File: src/rtl/uart_pkg.sv
// ---------------------------------------------------------------------------
// uart_pkg
// Shared types and constants for the memory-mapped UART receiver.
//   rx_state_t      : receiver FSM state encoding
//   ST_* / CTRL_*   : bit positions inside the status and control bytes
//   FIFO_DEPTH      : receive buffer depth when UART_RX_FIFO_EN is defined
//   MID_SAMPLE      : oversample count at which the line is sampled
//   calc_div()      : oversample tick divider (rounded, never below 1)
// ---------------------------------------------------------------------------
package uart_pkg;

    typedef enum logic [1:0] {
        IDLE  = 2'd0,
        START = 2'd1,
        DATA  = 2'd2,
        STOP  = 2'd3
    } rx_state_t;

    // Status byte (lane 0)
    localparam int ST_RX_VALID  = 0;
    localparam int ST_OVERRUN   = 1;
    localparam int ST_FRAME_ERR = 2;
    localparam int ST_RX_BUSY   = 3;

    // Control byte (lane 3)
    localparam int CTRL_RX_EN   = 0;
    localparam int CTRL_IRQ_EN  = 1;
    localparam int CTRL_CLR_ERR = 2;

    localparam int FIFO_DEPTH = 4;

    localparam logic [3:0] MID_SAMPLE = 4'd7;

    // Number of clk cycles per 16x oversample tick, rounded to nearest.
    function automatic int calc_div(input int sys_clk, input int baud);
        int d;
        d = (sys_clk + 8 * baud) / (16 * baud);
        return (d < 1) ? 1 : d;
    endfunction

endpackage

File: src/rtl/uart_rx_mmio_if.sv
// ---------------------------------------------------------------------------
// uart_rx_mmio_if
// Memory-mapped bus bundle for the UART receiver.
//   memAddress    : byte address            (master -> slave)
//   memWriteData  : write data, lane aligned (master -> slave)
//   memWrite      : write strobe             (master -> slave)
//   byteMask      : per-lane write enable    (master -> slave)
//   memReadData   : registered read data     (slave -> master)
// ---------------------------------------------------------------------------
interface uart_rx_mmio_if;

    logic [31:0] memAddress;
    logic [31:0] memWriteData;
    logic        memWrite;
    logic [3:0]  byteMask;
    logic [31:0] memReadData;

    modport master (
        output memAddress,
        output memWriteData,
        output memWrite,
        output byteMask,
        input  memReadData
    );

    modport slave (
        input  memAddress,
        input  memWriteData,
        input  memWrite,
        input  byteMask,
        output memReadData
    );

endinterface

File: src/rtl/uart_baud_tick.sv
// ---------------------------------------------------------------------------
// uart_baud_tick
// Free-running 16x oversample enable. tick is high for one clk cycle every
// calc_div(SYS_CLK_FREQ, BAUD_RATE) cycles; it is a clock enable, not a clock.
//   clk     : system clock
//   reset_n : asynchronous active-low reset
//   tick    : one-cycle oversample enable
// ---------------------------------------------------------------------------
module uart_baud_tick
    import uart_pkg::*;
#(
    parameter int SYS_CLK_FREQ = 9000000,
    parameter int BAUD_RATE    = 115200
) (
    input  logic clk,
    input  logic reset_n,
    output logic tick
);

    localparam int DIV = calc_div(SYS_CLK_FREQ, BAUD_RATE);
    localparam int CW  = (DIV > 1) ? $clog2(DIV) : 1;
    localparam logic [CW-1:0] LAST = CW'(DIV - 1);

    logic [CW-1:0] cnt_q;
    logic [CW-1:0] cnt_d;

    always_comb begin
        cnt_d = cnt_q + CW'(1);
        if (cnt_q == LAST) begin
            cnt_d = '0;
        end
    end

    always_ff @(posedge clk or negedge reset_n) begin
        if (!reset_n) begin
            cnt_q <= '0;
        end else begin
            cnt_q <= cnt_d;
        end
    end

    assign tick = (cnt_q == LAST);

endmodule

File: src/rtl/uart_rx_mmio.sv
// ---------------------------------------------------------------------------
// uart_rx_mmio
// 8N1 UART receiver with a small memory-mapped register window.
//   Map (one 32-bit word, lanes selected by byteMask on writes):
//     [7:0]   status  : rx_valid, overrun, framing_err, rx_busy (RO)
//     [15:8]  rx data : head of receive buffer; writing this lane pops (RO)
//     [23:16] reserved, reads 0
//     [31:24] control : rx_en, irq_en, clr_err (self-clearing)
//   Build option: define UART_RX_FIFO_EN for a 4-entry receive FIFO;
//   otherwise a single holding register is used.
// Ports:
//   clk, reset_n   : clock, asynchronous active-low reset
//   memAddress     : bus byte address
//   memWriteData   : write data
//   memWrite       : write strobe
//   byteMask       : per-lane write enable
//   memReadData    : registered read data (0 for out-of-range addresses)
//   uart_rx        : serial input, idle high
//   rx_irq         : rx_valid AND irq_en
// ---------------------------------------------------------------------------
module uart_rx_mmio
    import uart_pkg::*;
#(
    parameter logic [31:0] BASE_MEMORY  = 32'hFFFF_FFF0,
    parameter logic [31:0] TOP_MEMORY   = 32'hFFFF_FFF3,
    parameter int          SYS_CLK_FREQ = 9000000,
    parameter int          BAUD_RATE    = 115200
) (
    input  logic        clk,
    input  logic        reset_n,
    input  logic [31:0] memAddress,
    input  logic [31:0] memWriteData,
    input  logic        memWrite,
    input  logic [3:0]  byteMask,
    output logic [31:0] memReadData,
    input  logic        uart_rx,
    output logic        rx_irq
);

    // Internal view of the bus as the slave side of the shared bundle.
    uart_rx_mmio_if bus_if ();

    assign bus_if.memAddress   = memAddress;
    assign bus_if.memWriteData = memWriteData;
    assign bus_if.memWrite     = memWrite;
    assign bus_if.byteMask     = byteMask;
    assign memReadData         = bus_if.memReadData;

    // ------------------------------------------------------------------
    // Bus decode
    // ------------------------------------------------------------------
    logic in_range;
    logic ctrl_wr;
    logic pop_req;
    logic clr_err;

    assign in_range = (bus_if.memAddress >= BASE_MEMORY) &&
                      (bus_if.memAddress <= TOP_MEMORY);
    assign ctrl_wr  = bus_if.memWrite && in_range && bus_if.byteMask[3];
    assign pop_req  = bus_if.memWrite && in_range && bus_if.byteMask[1];
    assign clr_err  = ctrl_wr && bus_if.memWriteData[24 + CTRL_CLR_ERR];

    // Lanes that carry no writable state.
    logic unused_bits;
    assign unused_bits = ^{bus_if.memWriteData[31:27], bus_if.memWriteData[23:0],
                           bus_if.byteMask[2], bus_if.byteMask[0]};

    // ------------------------------------------------------------------
    // Input synchronizer and falling-edge detect
    // ------------------------------------------------------------------
    logic [1:0] sync_q;
    logic       rx_prev_q;
    logic       rx_s;
    logic       rx_fall;

    assign rx_s    = sync_q[1];
    assign rx_fall = rx_prev_q && !rx_s;

    always_ff @(posedge clk or negedge reset_n) begin
        if (!reset_n) begin
            sync_q    <= 2'b11;
            rx_prev_q <= 1'b1;
        end else begin
            sync_q    <= {sync_q[0], uart_rx};
            rx_prev_q <= rx_s;
        end
    end

    // ------------------------------------------------------------------
    // Oversample tick
    // ------------------------------------------------------------------
    logic tick;

    uart_baud_tick #(
        .SYS_CLK_FREQ (SYS_CLK_FREQ),
        .BAUD_RATE    (BAUD_RATE)
    ) u_baud_tick (
        .clk     (clk),
        .reset_n (reset_n),
        .tick    (tick)
    );

    // ------------------------------------------------------------------
    // Receive FSM
    // ------------------------------------------------------------------
    rx_state_t  state_q, state_d;
    logic [3:0] tick_cnt_q, tick_cnt_d;
    logic [2:0] bit_cnt_q, bit_cnt_d;
    logic [7:0] shift_q, shift_d;
    logic       byte_done;
    logic       stop_bad;
    logic       mid_sample;
    logic       rx_en_q;
    logic       irq_en_q;

    // The 4-bit counter wraps every 16 ticks, so after the start-bit
    // mid-sample at count 7 every later count 7 lands one bit later.
    assign mid_sample = tick && (tick_cnt_q == MID_SAMPLE);

    always_comb begin
        state_d    = state_q;
        tick_cnt_d = tick_cnt_q;
        bit_cnt_d  = bit_cnt_q;
        shift_d    = shift_q;
        byte_done  = 1'b0;
        stop_bad   = 1'b0;

        if (state_q != IDLE && tick) begin
            tick_cnt_d = tick_cnt_q + 4'd1;
        end

        case (state_q)
            IDLE: begin
                // rx_en only gates the start of a frame; a frame in flight
                // always runs to completion.
                if (rx_en_q && rx_fall) begin
                    state_d    = START;
                    tick_cnt_d = 4'd0;
                end
            end
            START: begin
                if (mid_sample) begin
                    if (rx_s) begin
                        state_d = IDLE;
                    end else begin
                        state_d   = DATA;
                        bit_cnt_d = 3'd0;
                    end
                end
            end
            DATA: begin
                if (mid_sample) begin
                    shift_d   = {rx_s, shift_q[7:1]};
                    bit_cnt_d = bit_cnt_q + 3'd1;
                    if (bit_cnt_q == 3'd7) begin
                        state_d = STOP;
                    end
                end
            end
            STOP: begin
                if (mid_sample) begin
                    byte_done = 1'b1;
                    stop_bad  = !rx_s;
                    state_d   = IDLE;
                end
            end
            default: begin
                state_d = IDLE;
            end
        endcase
    end

    always_ff @(posedge clk or negedge reset_n) begin
        if (!reset_n) begin
            state_q    <= IDLE;
            tick_cnt_q <= 4'd0;
            bit_cnt_q  <= 3'd0;
            shift_q    <= 8'h00;
        end else begin
            state_q    <= state_d;
            tick_cnt_q <= tick_cnt_d;
            bit_cnt_q  <= bit_cnt_d;
            shift_q    <= shift_d;
        end
    end

    // ------------------------------------------------------------------
    // Receive buffer
    // ------------------------------------------------------------------
    logic       rx_valid;
    logic       buf_full;
    logic [7:0] head_data;
    logic       do_pop;
    logic       do_push;
    logic       drop;

    // A pop in the same cycle as a completion frees the slot being filled,
    // so a full buffer still accepts the new byte.
    assign do_pop  = pop_req && rx_valid;
    assign do_push = byte_done && (!buf_full || do_pop);
    assign drop    = byte_done && buf_full && !do_pop;

`ifdef UART_RX_FIFO_EN
    localparam int PTR_W = $clog2(FIFO_DEPTH);

    logic [7:0]       fifo_mem [FIFO_DEPTH];
    logic [PTR_W-1:0] wr_ptr_q;
    logic [PTR_W-1:0] rd_ptr_q;
    logic [PTR_W:0]   count_q;

    // Storage has no reset; emptiness is tracked by count_q alone.
    always_ff @(posedge clk) begin
        if (do_push) begin
            fifo_mem[wr_ptr_q] <= shift_q;
        end
    end

    always_ff @(posedge clk or negedge reset_n) begin
        if (!reset_n) begin
            wr_ptr_q <= '0;
            rd_ptr_q <= '0;
            count_q  <= '0;
        end else begin
            if (do_push) begin
                wr_ptr_q <= wr_ptr_q + PTR_W'(1);
            end
            if (do_pop) begin
                rd_ptr_q <= rd_ptr_q + PTR_W'(1);
            end
            case ({do_push, do_pop})
                2'b10:   count_q <= count_q + (PTR_W+1)'(1);
                2'b01:   count_q <= count_q - (PTR_W+1)'(1);
                default: count_q <= count_q;
            endcase
        end
    end

    assign rx_valid  = (count_q != '0);
    assign buf_full  = (count_q == (PTR_W+1)'(FIFO_DEPTH));
    assign head_data = fifo_mem[rd_ptr_q];
`else
    logic [7:0] hold_q;
    logic       valid_q;

    always_ff @(posedge clk or negedge reset_n) begin
        if (!reset_n) begin
            hold_q  <= 8'h00;
            valid_q <= 1'b0;
        end else begin
            if (do_push) begin
                hold_q  <= shift_q;
                valid_q <= 1'b1;
            end else if (do_pop) begin
                valid_q <= 1'b0;
            end
        end
    end

    assign rx_valid  = valid_q;
    assign buf_full  = valid_q;
    assign head_data = hold_q;
`endif

    // ------------------------------------------------------------------
    // Control and sticky error flags
    // ------------------------------------------------------------------
    logic overrun_q;
    logic frame_err_q;

    always_ff @(posedge clk or negedge reset_n) begin
        if (!reset_n) begin
            rx_en_q     <= 1'b0;
            irq_en_q    <= 1'b0;
            overrun_q   <= 1'b0;
            frame_err_q <= 1'b0;
        end else begin
            if (ctrl_wr) begin
                rx_en_q  <= bus_if.memWriteData[24 + CTRL_RX_EN];
                irq_en_q <= bus_if.memWriteData[24 + CTRL_IRQ_EN];
            end
            // A new error event in the clearing cycle is kept, not lost.
            if (drop) begin
                overrun_q <= 1'b1;
            end else if (clr_err) begin
                overrun_q <= 1'b0;
            end
            if (byte_done && stop_bad) begin
                frame_err_q <= 1'b1;
            end else if (clr_err) begin
                frame_err_q <= 1'b0;
            end
        end
    end

    assign rx_irq = rx_valid && irq_en_q;

    // ------------------------------------------------------------------
    // Read path
    // ------------------------------------------------------------------
    logic [7:0]  status_byte;
    logic [7:0]  ctrl_byte;
    logic [7:0]  data_byte;
    logic [31:0] rd_data_q, rd_data_d;

    always_comb begin
        status_byte               = 8'h00;
        status_byte[ST_RX_VALID]  = rx_valid;
        status_byte[ST_OVERRUN]   = overrun_q;
        status_byte[ST_FRAME_ERR] = frame_err_q;
        status_byte[ST_RX_BUSY]   = (state_q != IDLE);

        ctrl_byte              = 8'h00;
        ctrl_byte[CTRL_RX_EN]  = rx_en_q;
        ctrl_byte[CTRL_IRQ_EN] = irq_en_q;

        // An empty buffer reads as 0 rather than exposing stale storage.
        data_byte = rx_valid ? head_data : 8'h00;

        rd_data_d = 32'h0;
        if (in_range) begin
            rd_data_d = {ctrl_byte, 8'h00, data_byte, status_byte};
        end
    end

    always_ff @(posedge clk or negedge reset_n) begin
        if (!reset_n) begin
            rd_data_q <= 32'h0;
        end else begin
            rd_data_q <= rd_data_d;
        end
    end

    assign bus_if.memReadData = rd_data_q;

endmodule

File: config.mk
export PLATFORM = sky130hd
export DESIGN_NAME = uart_rx_mmio
export DESIGN_NICKNAME = d
export VERILOG_FILES = /design/src/rtl/uart_pkg.sv /design/src/rtl/uart_rx_mmio_if.sv /design/src/rtl/uart_baud_tick.sv /design/src/rtl/uart_rx_mmio.sv
export SDC_FILE = /design/constraint.sdc
export NUM_CORES = 1
export LEC_CHECK = 0
export CAP_MARGIN = 20
export CORE_MARGIN = 2
export CORE_UTILIZATION = 35
export CTS_CLUSTER_SIZE = 20
export DETAILED_ROUTE_END_ITERATION = 10
export PLACE_DENSITY_LB_ADDON = 0.08
export SYNTH_ARGS = -nofsm -noshare
export SYNTH_HDL_FRONTEND = slang
export SYNTH_SLANG_ARGS = --single-unit
File: constraint.sdc
create_clock -name clk -period 5.9 [get_ports clk]
set_clock_uncertainty 0.2 [all_clocks]
set_input_delay 0.885 -clock clk [delete_from_list [all_inputs] [get_ports clk]]
set_output_delay 0.885 -clock clk [all_outputs]
set_load 0.05 [all_outputs]
==> impl_metrics.env <==
export IMPL_drt_iter0_drc=76
export IMPL_ys_ff_latch=50
export IMPL_clock_latency_ns=0.29
export IMPL_synth_cell_types=35
export IMPL_nets=351
export IMPL_seqPwrFrac_pct=56.2
export IMPL_hpwl_mm=3.66
export IMPL_r2r_start="u_baud_tick.cnt_q[0]"
export IMPL_clock_path_buffers=2
export IMPL_synth_area_sq_um=2450
export IMPL_grt_max_degree=51
export IMPL_synthCells=224
export IMPL_hold_violations=0
export IMPL_setup_viol=0
export IMPL_drcViolationCount=0
export IMPL_die_h_um=87.8
export IMPL_hp_class="flop to flop"
export IMPL_multi_input_area_sq_um=1080
export IMPL_clock_sinks=50
export IMPL_drv_slew=0
export IMPL_post_route_period_util_pct=52.4
export IMPL_firstDrtPassIters=4
export IMPL_synth_largest_area_cell="dfrtp_1"
export IMPL_synth_common_cells="dfrtp_1 (47), buf_4 (18), nand4_1 (16)"
export IMPL_cts_hold_buf=0
export IMPL_overflow=0
export IMPL_path_clk_slew_ns=0.09
export IMPL_drive_gt1_share_pct=10.5
export IMPL_start_util_pct=36.1
export IMPL_n_antenna_cell=0
export IMPL_fmax_ghz=0.323
export IMPL_io_buffers=53
export IMPL_ctsResizeCount=0
export IMPL_outcome="complete, no violations"
export IMPL_ys_top_cells_by_area="dfrtp_1 (48%), buf_4 (5.5%), mux2_2 (5.0%)"
export IMPL_synth_most_common_cell="dfrtp_1"
export IMPL_first_global_vias=1679
export IMPL_vias_per_cell=4.76
export IMPL_fp_dieW_um=87.8
export IMPL_arrival_ns=2.01
export IMPL_swShare_pct=24.7
export IMPL_synth_edff_count=0
export IMPL_peakVddDrop_uv=141
export IMPL_yosysWarnings=0
export IMPL_root_buffer="clkbuf_8"
export IMPL_wl_per_cell_um=13.9
export IMPL_antenna_left=0
export IMPL_fin_crit_ns=3.09
export IMPL_cp_max_fo=19
export IMPL_track_usage_pct=13.8
export IMPL_timing_worst_slew_pin_value_ns=0.927
export IMPL_placed_area_sq_um=3030
export IMPL_clockPowerShare_pct=33.7
export IMPL_area_growth_pct=27.2
export IMPL_min_from="sync_q[0]"
export IMPL_yosysTopAreaCellShare_pct=47.9
export IMPL_end_kind="primary output"
export IMPL_critPathLaunchType="flop"
export IMPL_p_int_mw=0.462
export IMPL_routed_wl_mm=5.15
export IMPL_power_density_nw_per_um2=196
export IMPL_async_flop_share_pct=100
export IMPL_share_comb_of_total_power_pct=10.1
export IMPL_grt_setup_unrepaired="false"
export IMPL_cp_required_ns=4.82
export IMPL_cap_violations=0
export IMPL_coreArea_sq_um=6790
export IMPL_post_cts_buffers=0
export IMPL_io_pins=105
export IMPL_antenna_found_initial=0
export IMPL_synthFlopType="dfrtp_1"
export IMPL_syn_area_per_cell_sq_um=11.0
export IMPL_p_leak_nw=1.38
export IMPL_fin_area_sq_um=3120
export IMPL_cts_buffers=5
export IMPL_placementRows=30
export IMPL_yosysSeqAreaShare_pct=51.1
export IMPL_critPathKind="flop to primary output"
export IMPL_gp_congestion=0.744
export IMPL_grt_pass1_wl_mm=8.45
export IMPL_relSlewSlack_pct=38.0
export IMPL_p_switching_mw=0.151
export IMPL_vias=1767
export IMPL_seq_area_sq_um=1250
export IMPL_nFillCells=667
export IMPL_dieArea_sq_um=7700
export IMPL_setup_tns_final_ns=0
export IMPL_cts_max_level=2
export IMPL_cts_tree="yes"
export IMPL_worstSetupStartpoint="buf_full"
-- critical path, cell delays in order, from the launching register on --
cell and delay, ns:
dfrtp_1 0.70, and2_1 0.20, clkdlybuf4s50_1 0.80
-- stage by stage --
stage          hold slack, ns  power, mW  utilization (%)  worst slack, ns  std cells
2_1_floorplan           0.145      0.389                -             3.38        241
3_3_place_gp            0.146      0.414             44.5             2.73        363
3_5_place_dp            0.147      0.414             44.5             2.71        363
4_1_cts                 0.162      0.624             45.9             2.79        371
5_1_grt                 0.165      0.643             45.9             2.71        371
6_report                0.160      0.613             45.9             2.81        371
-- logic make-up after synthesis --
group / Yosys count / synth area share, %
AO/OA/AOI/OAI: 23 / 7.14
XOR/XNOR: 3 / 1.07
adder cells (fa/ha/maj): 5 / 2.55
buffers and inverters: 35 / 8.26
flip-flops: 50 / 51.1
multiplexers: 21 / 9.12
other: 1 / 0.153
AND/OR/NAND/NOR: 86 / 20.6
-- sequential cells by signal (all words and copies together) (netlist names), named ones only --
name,cells
shift_q,8
head_data,8
u_baud_tick.cnt_q,3
tick_cnt_q,4
state_q,1
irq_en_q,1
sync_q,2
memReadData,14
rx_prev_q,1
overrun_q,1
buf_full,1
frame_err_q,1
rx_en_q,1
bit_cnt_q,3
-- layout make-up --
class	count	share of cell area, %
Sequential cell	50	40.2
Multi-Input combinational cell	156	34.7
Timing Repair Buffer	56	17.6
Tap cell	96	3.85
Clock buffer	6	2.65
Inverter	5	0.601
Clock inverter	2	0.401
-- power by group through the flow --
stage	Clock, mW	Combinational [mW]	Sequential, mW
final	0.207	0.0616	0.345
after CTS	0.217	0.0625	0.345
after floorplan	0	0.0373	0.351
after detailed placement	0	0.0623	0.351
after global routing	0.231	0.0665	0.345
after global placement	0	0.0621	0.351
-- cells in the final DEF, fill, tap and decap left out, types with 2 or more instances in the layout --
master | netlist | final
clkbuf_8 | 0 | 6
mux2i_1 | 10 | 10
or4_1 | 2 | 2
inv_1 | 5 | 5
ha_1 | 5 | 5
and4b_1 | 2 | 2
conb_1 | 1 | 18
clkdlybuf4s50_1 | 0 | 52
nand2_1 | 5 | 5
mux2_2 | 11 | 11
nand4b_1 | 4 | 4
o311ai_0 | 8 | 8
xnor2_1 | 2 | 2
dfstp_2 | 3 | 3
o21a_1 | 2 | 2
and3_1 | 15 | 15
a21oi_1 | 4 | 4
nor2_1 | 10 | 10
buf_4 | 18 | 3
a22o_1 | 2 | 2
dfrtp_1 | 47 | 47
nor2b_1 | 8 | 8
nand4_1 | 16 | 16
nor4_2 | 0 | 2
nand3_1 | 10 | 10
o22ai_1 | 2 | 2
and2_1 | 9 | 9
-- metal layers --
metal | vias to the layer above | wire, um | global-route usage, %
met5 | - | 0 | 0
met4 | 0 | 61 | 2.66
met3 | 4 | 146 | 3.11
met2 | 28 | 2610 | 23.4
met1 | 859 | 2330 | 18.2
li1 | 876 | - | -
-- path summary, 6_finish.rpt --
kind                                   end  slack (ns)  cells past startpoint
setup / recovery                    rx_irq        2.81                      2
hold / removal                   sync_q[1]        0.16                      0
setup reg to reg              head_data[6]        3.52                      6
hold reg to reg                  sync_q[1]        0.16                      0
max in group asynchronous       shift_q[2]        4.59                      2
min in group asynchronous  memReadData[11]        0.49                      2
No activity file was read; power rests on OpenSTA's default activity.
